**src/rtl/ctrl_pipe.sv**
```systemverilog
// ---------------------------------------------------------------------------
// ctrl_pipe
//   Consumer side of the ID-stage control decoder of the 5-stage MIPS core.
//   Latches the decoded control bundle at the end of ID and carries it
//   through EX, MEM and WB, selects each instruction's destination register,
//   detects load-use hazards and counts retired instructions.
//
// Ports
//   clk_i, rst_i          clock (rising edge) and async active-high reset
//   valid_i               ID holds a real instruction
//   RegDst_i .. Jump_i    decoded control bits from ID
//   rs_i, rt_i, rd_i      ID register fields
//   flush_i               kill the ID instruction (taken branch / jump)
//   hold_i                freeze every stage and the retire counter
//   stall_o               load-use hazard, IF/ID and PC must not advance
//   ex_*  / mem_* / wb_*  per-stage control and destination register
//   retired_o             valid instructions that have left WB (wraps)
// ---------------------------------------------------------------------------
module ctrl_pipe #(
  parameter int CNT_W = 32,
  parameter int REG_W = 5
) (
  input  logic             clk_i,
  input  logic             rst_i,
  input  logic             valid_i,
  input  logic             RegDst_i,
  input  logic [1:0]       ALUOp_i,
  input  logic             ALUSrc_i,
  input  logic             RegWrite_i,
  input  logic             MemWrite_i,
  input  logic             MemRead_i,
  input  logic             MemtoReg_i,
  input  logic             Branch_i,
  input  logic             Jump_i,
  input  logic [REG_W-1:0] rs_i,
  input  logic [REG_W-1:0] rt_i,
  input  logic [REG_W-1:0] rd_i,
  input  logic             flush_i,
  input  logic             hold_i,
  output logic             stall_o,
  output logic             ex_valid_o,
  output logic [1:0]       ex_ALUOp_o,
  output logic             ex_ALUSrc_o,
  output logic [REG_W-1:0] ex_wreg_o,
  output logic             mem_valid_o,
  output logic             mem_MemRead_o,
  output logic             mem_MemWrite_o,
  output logic             mem_RegWrite_o,
  output logic [REG_W-1:0] mem_wreg_o,
  output logic             wb_valid_o,
  output logic             wb_RegWrite_o,
  output logic             wb_MemtoReg_o,
  output logic [REG_W-1:0] wb_wreg_o,
  output logic [CNT_W-1:0] retired_o
);

  localparam logic [REG_W-1:0] ZERO_REG = {REG_W{1'b0}};
  localparam logic [CNT_W-1:0] ZERO_CNT = {CNT_W{1'b0}};

  // ID-stage combinational results
  logic [REG_W-1:0] idWreg_s;
  logic             usesRt_s;
  logic             hazard_s;
  logic             idBubble_s;

  // Jump is fully resolved in ID; its effect reaches this block via flush_i
  logic             unusedJump_s;

  // EX stage
  logic             exValid_r;
  logic [1:0]       exALUOp_r;
  logic             exALUSrc_r;
  logic             exRegWrite_r;
  logic             exMemWrite_r;
  logic             exMemRead_r;
  logic             exMemtoReg_r;
  logic [REG_W-1:0] exWreg_r;

  // MEM stage
  logic             memValid_r;
  logic             memMemRead_r;
  logic             memMemWrite_r;
  logic             memRegWrite_r;
  logic             memMemtoReg_r;
  logic [REG_W-1:0] memWreg_r;

  // WB stage
  logic             wbValid_r;
  logic             wbRegWrite_r;
  logic             wbMemtoReg_r;
  logic [REG_W-1:0] wbWreg_r;

  logic [CNT_W-1:0] retired_r;

  assign unusedJump_s = Jump_i;

  // Destination select and load-use hazard detection for the ID instruction
  always_comb begin
    idWreg_s   = rt_i;
    usesRt_s   = 1'b0;
    hazard_s   = 1'b0;
    idBubble_s = 1'b1;
    if (RegDst_i) begin
      idWreg_s = rd_i;
    end else begin
      idWreg_s = rt_i;
    end
    // rt is a source unless it is only the immediate-form destination
    usesRt_s = ~ALUSrc_i | MemWrite_i | Branch_i;
    // A load in EX writing a register the ID instruction reads; $0 never hazards
    hazard_s = valid_i & ~flush_i & exValid_r & exMemRead_r
             & (exWreg_r != ZERO_REG)
             & ((exWreg_r == rs_i) | (usesRt_s & (exWreg_r == rt_i)));
    idBubble_s = hazard_s | flush_i | ~valid_i;
  end

  // EX stage register: take the ID bundle or insert a bubble
  always_ff @(posedge clk_i or posedge rst_i) begin
    if (rst_i) begin
      exValid_r    <= 1'b0;
      exALUOp_r    <= 2'b00;
      exALUSrc_r   <= 1'b0;
      exRegWrite_r <= 1'b0;
      exMemWrite_r <= 1'b0;
      exMemRead_r  <= 1'b0;
      exMemtoReg_r <= 1'b0;
      exWreg_r     <= ZERO_REG;
    end else if (!hold_i) begin
      if (idBubble_s) begin
        exValid_r    <= 1'b0;
        exALUOp_r    <= 2'b00;
        exALUSrc_r   <= 1'b0;
        exRegWrite_r <= 1'b0;
        exMemWrite_r <= 1'b0;
        exMemRead_r  <= 1'b0;
        exMemtoReg_r <= 1'b0;
        exWreg_r     <= ZERO_REG;
      end else begin
        exValid_r    <= 1'b1;
        exALUOp_r    <= ALUOp_i;
        exALUSrc_r   <= ALUSrc_i;
        exRegWrite_r <= RegWrite_i;
        exMemWrite_r <= MemWrite_i;
        exMemRead_r  <= MemRead_i;
        exMemtoReg_r <= MemtoReg_i;
        exWreg_r     <= idWreg_s;
      end
    end
  end

  // MEM stage register: follows EX unconditionally unless frozen
  always_ff @(posedge clk_i or posedge rst_i) begin
    if (rst_i) begin
      memValid_r    <= 1'b0;
      memMemRead_r  <= 1'b0;
      memMemWrite_r <= 1'b0;
      memRegWrite_r <= 1'b0;
      memMemtoReg_r <= 1'b0;
      memWreg_r     <= ZERO_REG;
    end else if (!hold_i) begin
      memValid_r    <= exValid_r;
      memMemRead_r  <= exMemRead_r;
      memMemWrite_r <= exMemWrite_r;
      memRegWrite_r <= exRegWrite_r;
      memMemtoReg_r <= exMemtoReg_r;
      memWreg_r     <= exWreg_r;
    end
  end

  // WB stage register; the $0 write suppression is folded in here so the
  // register-file enable stays a flop output
  always_ff @(posedge clk_i or posedge rst_i) begin
    if (rst_i) begin
      wbValid_r    <= 1'b0;
      wbRegWrite_r <= 1'b0;
      wbMemtoReg_r <= 1'b0;
      wbWreg_r     <= ZERO_REG;
    end else if (!hold_i) begin
      wbValid_r    <= memValid_r;
      wbRegWrite_r <= memRegWrite_r & (memWreg_r != ZERO_REG);
      wbMemtoReg_r <= memMemtoReg_r;
      wbWreg_r     <= memWreg_r;
    end
  end

  // Retire counter: counts the instruction leaving WB at this edge, wraps
  always_ff @(posedge clk_i or posedge rst_i) begin
    if (rst_i) begin
      retired_r <= ZERO_CNT;
    end else if (!hold_i) begin
      retired_r <= retired_r + {{(CNT_W-1){1'b0}}, wbValid_r};
    end
  end

  assign stall_o        = hazard_s;
  assign ex_valid_o     = exValid_r;
  assign ex_ALUOp_o     = exALUOp_r;
  assign ex_ALUSrc_o    = exALUSrc_r;
  assign ex_wreg_o      = exWreg_r;
  assign mem_valid_o    = memValid_r;
  assign mem_MemRead_o  = memMemRead_r;
  assign mem_MemWrite_o = memMemWrite_r;
  assign mem_RegWrite_o = memRegWrite_r;
  assign mem_wreg_o     = memWreg_r;
  assign wb_valid_o     = wbValid_r;
  assign wb_RegWrite_o  = wbRegWrite_r;
  assign wb_MemtoReg_o  = wbMemtoReg_r;
  assign wb_wreg_o      = wbWreg_r;
  assign retired_o      = retired_r;

endmodule

```
**config.mk**
```make
export PLATFORM = sky130hd
export DESIGN_NAME = ctrl_pipe
export DESIGN_NICKNAME = d
export VERILOG_FILES = /design/src/rtl/ctrl_pipe.sv
export SDC_FILE = /design/constraint.sdc
export NUM_CORES = 1
export LEC_CHECK = 0
export ABC_AREA = 1
export BUFFER_PORTS_ARGS = -buffer_cell sky130_fd_sc_hd__buf_2
export CELL_PAD_IN_SITES_DETAIL_PLACEMENT = 0
export CELL_PAD_IN_SITES_GLOBAL_PLACEMENT = 1
export CORE_ASPECT_RATIO = 0.8
export CORE_MARGIN = 5
export CORE_UTILIZATION = 39
export DETAILED_ROUTE_END_ITERATION = 8
export PLACE_DENSITY_LB_ADDON = 0.05
export SYNTH_ARGS = -nofsm -noshare
export SYNTH_HDL_FRONTEND = slang
export SYNTH_SLANG_ARGS = --single-unit
```
**constraint.sdc**
```tcl
create_clock -name clk_i -period 2.5 [get_ports clk_i]
set_input_delay 0.125 -clock clk_i [delete_from_list [all_inputs] [get_ports clk_i]]
set_output_delay 0.125 -clock clk_i [all_outputs]
set_load 0.005 [all_outputs]
```
==> flow_summary.toml, run 1 <==
[clock_network]
clock_path_buffers = 2
clock_sink_total = 63
post_cts_buffers = 0
clk-insertion-delay-late_ns = 0.34
htree_levels = 3
cts.root.buffer_cell = "sky130_fd_sc_hd__clkbuf_8"
numCtsBuffers = 9
post_cts.resized_instances = 0
tritoncts_clock_tree = "built"
clkTransAtPathRegs_ns = 0.08

[sta]
maxClockFrequency_mhz = 498
period_utilization_post_route_pct = 80.3
setup_tns_ns = 0
setup_slack_ns = 0.493
max_slew.worst_pin.slew_ns = 0.806
report.final.setup_viol = 0
clock_skew_ns = 0.00902
hold_viol_final = 0
fin_crit_ns = 2.01
max_slew_margin_pct = 46.3
drv_slew = 0
grt_setup_unrepaired = "no"

[finish]
multi_input_logic_area_mm2 = 0.00142
drive_gt1_share_pct = 23.3
final_cell_count_no_fill = 632
ff_latch_area_mm2 = 0.00158
layout.cells.most_common = "sky130_fd_sc_hd__nand2_1"
flow.area_growth_from_synthesis_pct = 23.3
antenna_cells_inserted = 0
n_fill_cell = 849
most-common-layout-cells = "161 x sky130_fd_sc_hd__nand2_1, 87 x sky130_fd_sc_hd__buf_2, 63 x sky130_fd_sc_hd__dfrtp_1, 53 x sky130_fd_sc_hd__inv_1, 35 x sky130_fd_sc_hd__nor2_1"
finalCoreUtilization_pct = 49.8
finish.net_count = 551

[placed_design]
dp_slack_ns = 0.617
placedCellCount = 614
gp_congestion = 0.809
detailed_place_hpwl_um = 6090
io_buffer_count = 87

[power_and_ir_drop]
sw_frac_of_total_pct = 29.0
pwr-share-seq_pct = 51.5
clock_power_share_pct = 35.9
total_leakage_power_nw = 2.24
share_comb_of_total_power_pct = 12.6
ir_drop_uv = 313
total_power_mw = 2.25
internal-power_mw = 1.60
power.density_mw_per_mm2 = 564
p_sw_mw = 0.654

[route]
drtPass1Iterations = 4
met3_wirelength_um = 391
drt.antenna.violating_nets = 0
drt_drc_violations_left = 0
vias = 2921
detail_route.vias_per_cell = 4.62
routed_wire_length_per_instance_um = 12.9
met2_wl_um = 3510
highest_layer = "met4"
drt-met1-wl_um = 4160
routed_wl_um = 8140
1st_iter_drt_viols = 120

[global_route]
grt-ovfl-total = 0
antenna_found_initial = 0
grt_start_max_net_pins = 64
grt_pass1_wl_um = 13700
grt_pass1_vias = 2796
gr_usage_total_pct = 16.5

[worst_setup_path]
cp_data_required_time_ns = 2.38
cp.arrival_ns = 1.88
cp_common_cell = "sky130_fd_sc_hd__nand2_1"
worst_setup_path_start_kind = "flop"
crit_path_cell_trace = "inv_1, nand2_1, nand2_1, nor2_1, nand3_1, nand2_1, nand2_1, inv_1, buf_2"
cpMaxStageDelayCell = "sky130_fd_sc_hd__dfrtp_1"
worst-path-max-fanout = 14
crit_path_max_incr_delay_ns = 0.44
criticalPathCategory = "flop to primary output"
endpoint_kind = "primary output"

[floorplan]
die_h_um = 91.5
num_rows = 29
initial_utilization_pct = 40.4
die_area_mm2 = 0.0102
design.core.area_mm2 = 0.00802
design.portCount = 89
chipWidth_um = 112

[synthesis]
post_synthesis_cell_type_count = 26
syn-instance-count = 425
post_synthesis_net_count = 457
syn-cell-area_mm2 = 0.00324
ys_seq_elements = 63
synth_seq_area_share_pct = 48.6
ys_warn_count = 0
average_cell_area_after_synthesis_um2 = 7.62

[hold_path]
worst_hold_path_type = "input port to asynchronous set/reset pin"

[status]
run_status = "complete, no violations"

[run]
cap_viol_max_count = 0
worst paths after layout:
| kind | cells after the start | to | slack [ns] | startpoint |
|---|---|---|---|---|
| min in group clk_i | 3 | exMemtoReg_r | 0.03 | MemtoReg_i |
| max | 9 | stall_o | 0.49 | ex_wreg_o[0] |
| min | 3 | wb_wreg_o[2] | 0.007 | rst_i |
| max in group asynchronous | 3 | retired_o[17] | 1.95 | rst_i |
| min reg2reg | 2 | mem_RegWrite_o | 0.47 | exRegWrite_r |
| max reg2reg | 8 | retired_o[26] | 0.64 | retired_o[0] |
Yosys cell counts (all sizes together):
| cell type | instances | area, um^2 |
|---|---|---|
| nand4 | 8 | 50.1 |
| nand2 | 166 | 636 |
| nor4 | 1 | 6.26 |
| nor3 | 10 | 82.6 |
| dfrtp | 63 | 1580 |
| ha | 2 | 25.0 |
| nor2 | 37 | 149 |
| inv | 56 | 210 |
| clkbuf | 2 | 7.51 |
| nor3b | 1 | 18.8 |
| buf | 7 | 30.0 |
| o21ai | 17 | 85.1 |
| xnor2 | 9 | 78.8 |
| nand3 | 32 | 165 |
| nand3b | 1 | 7.51 |
| o31ai | 1 | 7.51 |
| xor2 | 12 | 105 |
power by group through the flow:
stage / Sequential (mW) / Clock [mW] / Combinational, mW
after floorplan: 1.18 / 0 / 0.151
after global placement: 1.18 / 0 / 0.284
after detailed placement: 1.18 / 0 / 0.288
after CTS: 1.16 / 0.844 / 0.292
after global routing: 1.17 / 0.885 / 0.332
final: 1.16 / 0.809 / 0.284
what timing repair did:
item                                    4_1_cts  5_1_grt
endpoints found under the setup margin        0        0
hold buffers                                  2        0
hold endpoints to repair                      2        0
state kept, by name, indices dropped and copies added, names as in the netlist, 2 cells and up:
register	cells
ex_ALUOp_o	2
ex_wreg_o	5
mem_wreg_o	5
retired_o	32
wb_wreg_o	5
per-layer routing:
metal / GRT usage, % / up-vias
li1: - / 1497
met3: 5.18 / 6
met4: 4.56 / 0
met5: 0 / -
met1: 24.0 / 1355
met2: 23.8 / 63
metrics by stage:
stage / hold slack (ns) / instance area, um^2
final: 0.00714 / 4000
after global routing: 0.0203 / 4000
after CTS: 0.0101 / 4000
after detailed placement: 0.357 / 3800
after global placement: 0.348 / 3800
after floorplan: 0.263 / 3240
worst max-delay path: cells and delay by family (launching register included):
kind / cells / cell delay, ns
and+or+nand+nor: 6 / 0.75
DFF: 1 / 0.44
buffers and inverters: 3 / 0.36
kinds of logic (layout without fill, tap and decap cells):
| group | Yosys count | count (layout) | share of synthesized area [%] |
|---|---|---|---|
| adder cells (fa/ha/maj) | 2 | 2 | 0.772 |
| AO/OA/AOI/OAI | 18 | 18 | 2.86 |
| XOR/XNOR | 21 | 21 | 5.68 |
| AND/OR/NAND/NOR | 256 | 256 | 34.4 |
| buffers and inverters | 65 | 164 | 7.64 |
| flip-flops | 63 | 63 | 48.6 |
final cells by class:
cell class,count,area share [%]
Tap cell,108,3.38
Clock buffer,10,3.44
Inverter,56,5.26
Clock inverter,6,1.06
Sequential cell,63,39.4
Multi-Input combinational cell,297,35.4
Timing Repair Buffer,92,12.0
Power figures use the tool's default switching activity.
==> run 2, diff against run 1 <==
--- a/config.mk
+++ b/config.mk
@@ -11,7 +11,7 @@
 export CELL_PAD_IN_SITES_GLOBAL_PLACEMENT = 1
 export CORE_ASPECT_RATIO = 0.8
 export CORE_MARGIN = 5
-export CORE_UTILIZATION = 39
+export CORE_UTILIZATION = 34
 export DETAILED_ROUTE_END_ITERATION = 8
 export PLACE_DENSITY_LB_ADDON = 0.05
 export SYNTH_ARGS = -nofsm -noshare
==> constraint.sdc (replaced) <==
create_clock -name clk_i -period 1.7 [get_ports clk_i]
set_input_delay 0.085 -clock clk_i [delete_from_list [all_inputs] [get_ports clk_i]]
set_output_delay 0.085 -clock clk_i [all_outputs]
set_load 0.005 [all_outputs]
==> flow_summary.toml, run 2 (same netlist as run 1, synthesis figures left out) <==
[status]
run_status = "finished with violations"
failing_checks = "negative setup slack"

[route]
drt.antenna.violating_nets = 0
vias = 2982
drtPass1Iterations = 4
routed_wire_length_per_instance_um = 13.1
drt_drc_violations_left = 0
detail_route.vias_per_cell = 4.46
1st_iter_drt_viols = 167
routed_wl_um = 8750

[sta]
max_slew_margin_pct = 70.3
hold_viol_final = 0
period_utilization_post_route_pct = 101
maxClockFrequency_mhz = 582
drv_slew = 0
setup_tns_ns = -0.0292
fin_crit_ns = 1.72
grt_setup_unrepaired = "yes"
fin_worst_hold_slack_ns = 0.0134
max_slew.worst_pin.slew_ns = 0.441
setup_slack_ns = -0.0188
clock_skew_ns = 0.00977
report.final.setup_viol = 2

[worst_setup_path]
worst-path-max-fanout = 3
timing.rr.start = "wb_valid_o"
cp_common_cell = "sky130_fd_sc_hd__nand2_1"
crit_path_max_incr_delay_ns = 0.39
cpMaxStageDelayCell = "sky130_fd_sc_hd__dfrtp_1"
criticalPathCategory = "flop to flop"
cp.arrival_ns = 1.93
endpoint_kind = "flop"
worst_setup_path_start_kind = "flop"
crit_path_cell_trace = "ha_4, ha_4, inv_2, nor3_4, buf_4, nand2_4, nor3b_4, nand2_1, nand2_1, nand2_1"
cp_data_required_time_ns = 1.91
worst_setup_path_startpoint = "wb_valid_o"

[finish]
final_cell_count_no_fill = 668
layout.cells.most_common = "sky130_fd_sc_hd__nand2_1"
post-route-cell-area_mm2 = 0.00443
finish.net_count = 581
n_fill_cell = 938
antenna_cells_inserted = 0
multi_input_logic_area_mm2 = 0.00147
ff_latch_area_mm2 = 0.00158
largest_register_ff_count = 32
most-common-layout-cells = "160 x sky130_fd_sc_hd__nand2_1, 87 x sky130_fd_sc_hd__buf_2, 62 x sky130_fd_sc_hd__dfrtp_1, 50 x sky130_fd_sc_hd__inv_1, 34 x sky130_fd_sc_hd__nor2_1"
drive_gt1_share_pct = 28.4
flow.area_growth_from_synthesis_pct = 36.8

[power_and_ir_drop]
p_sw_mw = 1.01
clock_power_share_pct = 45.3
power.density_mw_per_mm2 = 917
pwr-share-seq_pct = 42.2
share_comb_of_total_power_pct = 12.5
sw_frac_of_total_pct = 24.9
ir_drop_uv = 448
total_leakage_power_nw = 2.48
total_power_mw = 4.07
internal-power_mw = 3.05

[clock_network]
clock_path_buffers = 2
clock_sink_total = 63
cts.root.buffer_cell = "sky130_fd_sc_hd__clkbuf_16"
numCtsBuffers = 9
clk-insertion-delay-late_ns = 0.33
tritoncts_clock_tree = "built"
clkTransAtPathRegs_ns = 0.05
htree_levels = 3

[global_route]
globalRouteMet1Util_pct = 23.3
antenna_found_initial = 0
grt_pass1_vias = 2895
gr_usage_total_pct = 15.8
grt_pass1_wl_um = 14600
grt_most_used_layer = "met1"
use_met2_pct = 22.0
grt-ovfl-total = 0
groute.layer.met3.usage_pct = 5.12
grt_start_max_net_pins = 64

[placed_design]
dpl_cell_area_mm2 = 0.00391
gp_congestion = 0.839
io_buffer_count = 87
placedCellCount = 633
detailed_place_hpwl_um = 6320

[floorplan]
design.core.area_mm2 = 0.00919
initial_utilization_pct = 35.3
die_h_um = 97.3
die_area_mm2 = 0.0116
num_rows = 31
design.portCount = 89
chipWidth_um = 119

[hold_path]
worst_hold_path_type = "input port to flop"
hold_start = "RegWrite_i"

[run]
cap_viol_max_count = 0
## run 2: final cells by class
type	instances	area share, %
clock inverter	3	0.960
multi-input combinational	297	33.2
tap	115	3.25
clock buffer	12	5.79
timing repair buffer	122	16.5
inverter	56	4.74
sequential	63	35.6
## run 2: stage by stage
stage	setup WS, ns	utilization, %
3_5_place_dp	-0.0294	42.5
4_1_cts	0.00342	47.1
5_1_grt	-0.115	48.2
2_1_floorplan	0.0441	-
3_3_place_gp	0.0618	42.5
6_report	-0.0188	48.2
## run 2: path summary, 6_finish.rpt
check / to / slack [ns] / depth (start not counted)
worst min register to register: memMemtoReg_r / 0.47 / 2
max in group asynchronous: ex_wreg_o[1] / 1.03 / 4
worst max register to register: retired_o[28] / -0.02 / 10
worst max-delay path: retired_o[28] / -0.02 / 10
worst min-delay path: exRegWrite_r / 0.01 / 3
min in group asynchronous: wb_wreg_o[2] / 0.38 / 4
## run 2: repair_timing
action	CTS	global route
hold endpoints to repair	67	0
resized for setup	7	10
buffers inserted	7	8
hold buffers	5	0
endpoints found under the setup margin	7	12
gates cloned	0	0
pin swaps	5	9
## run 2: power by group through the flow
stage | clock (mW) | combinational (mW) | sequential (mW)
2_1_floorplan | 0 | 0.222 | 1.73
3_3_place_gp | 0 | 0.475 | 1.73
3_5_place_dp | 0 | 0.478 | 1.73
4_1_cts | 1.90 | 0.508 | 1.71
5_1_grt | 1.97 | 0.584 | 1.73
6_report | 1.84 | 0.508 | 1.72
## run 2: worst max-delay path, delay by kind of cell, from the launching register on
family / cells / cell delay [ns]
fa+ha+maj: 2 / 0.29
buf+inv: 2 / 0.20
flops: 1 / 0.39
simple gates: 6 / 0.72
## run 2: metal layers
layer	part of all wire, %	wire length [um]
met1	53	4640
met2	41	3600
met3	5.2	456
met4	0.61	53
met5	0	0
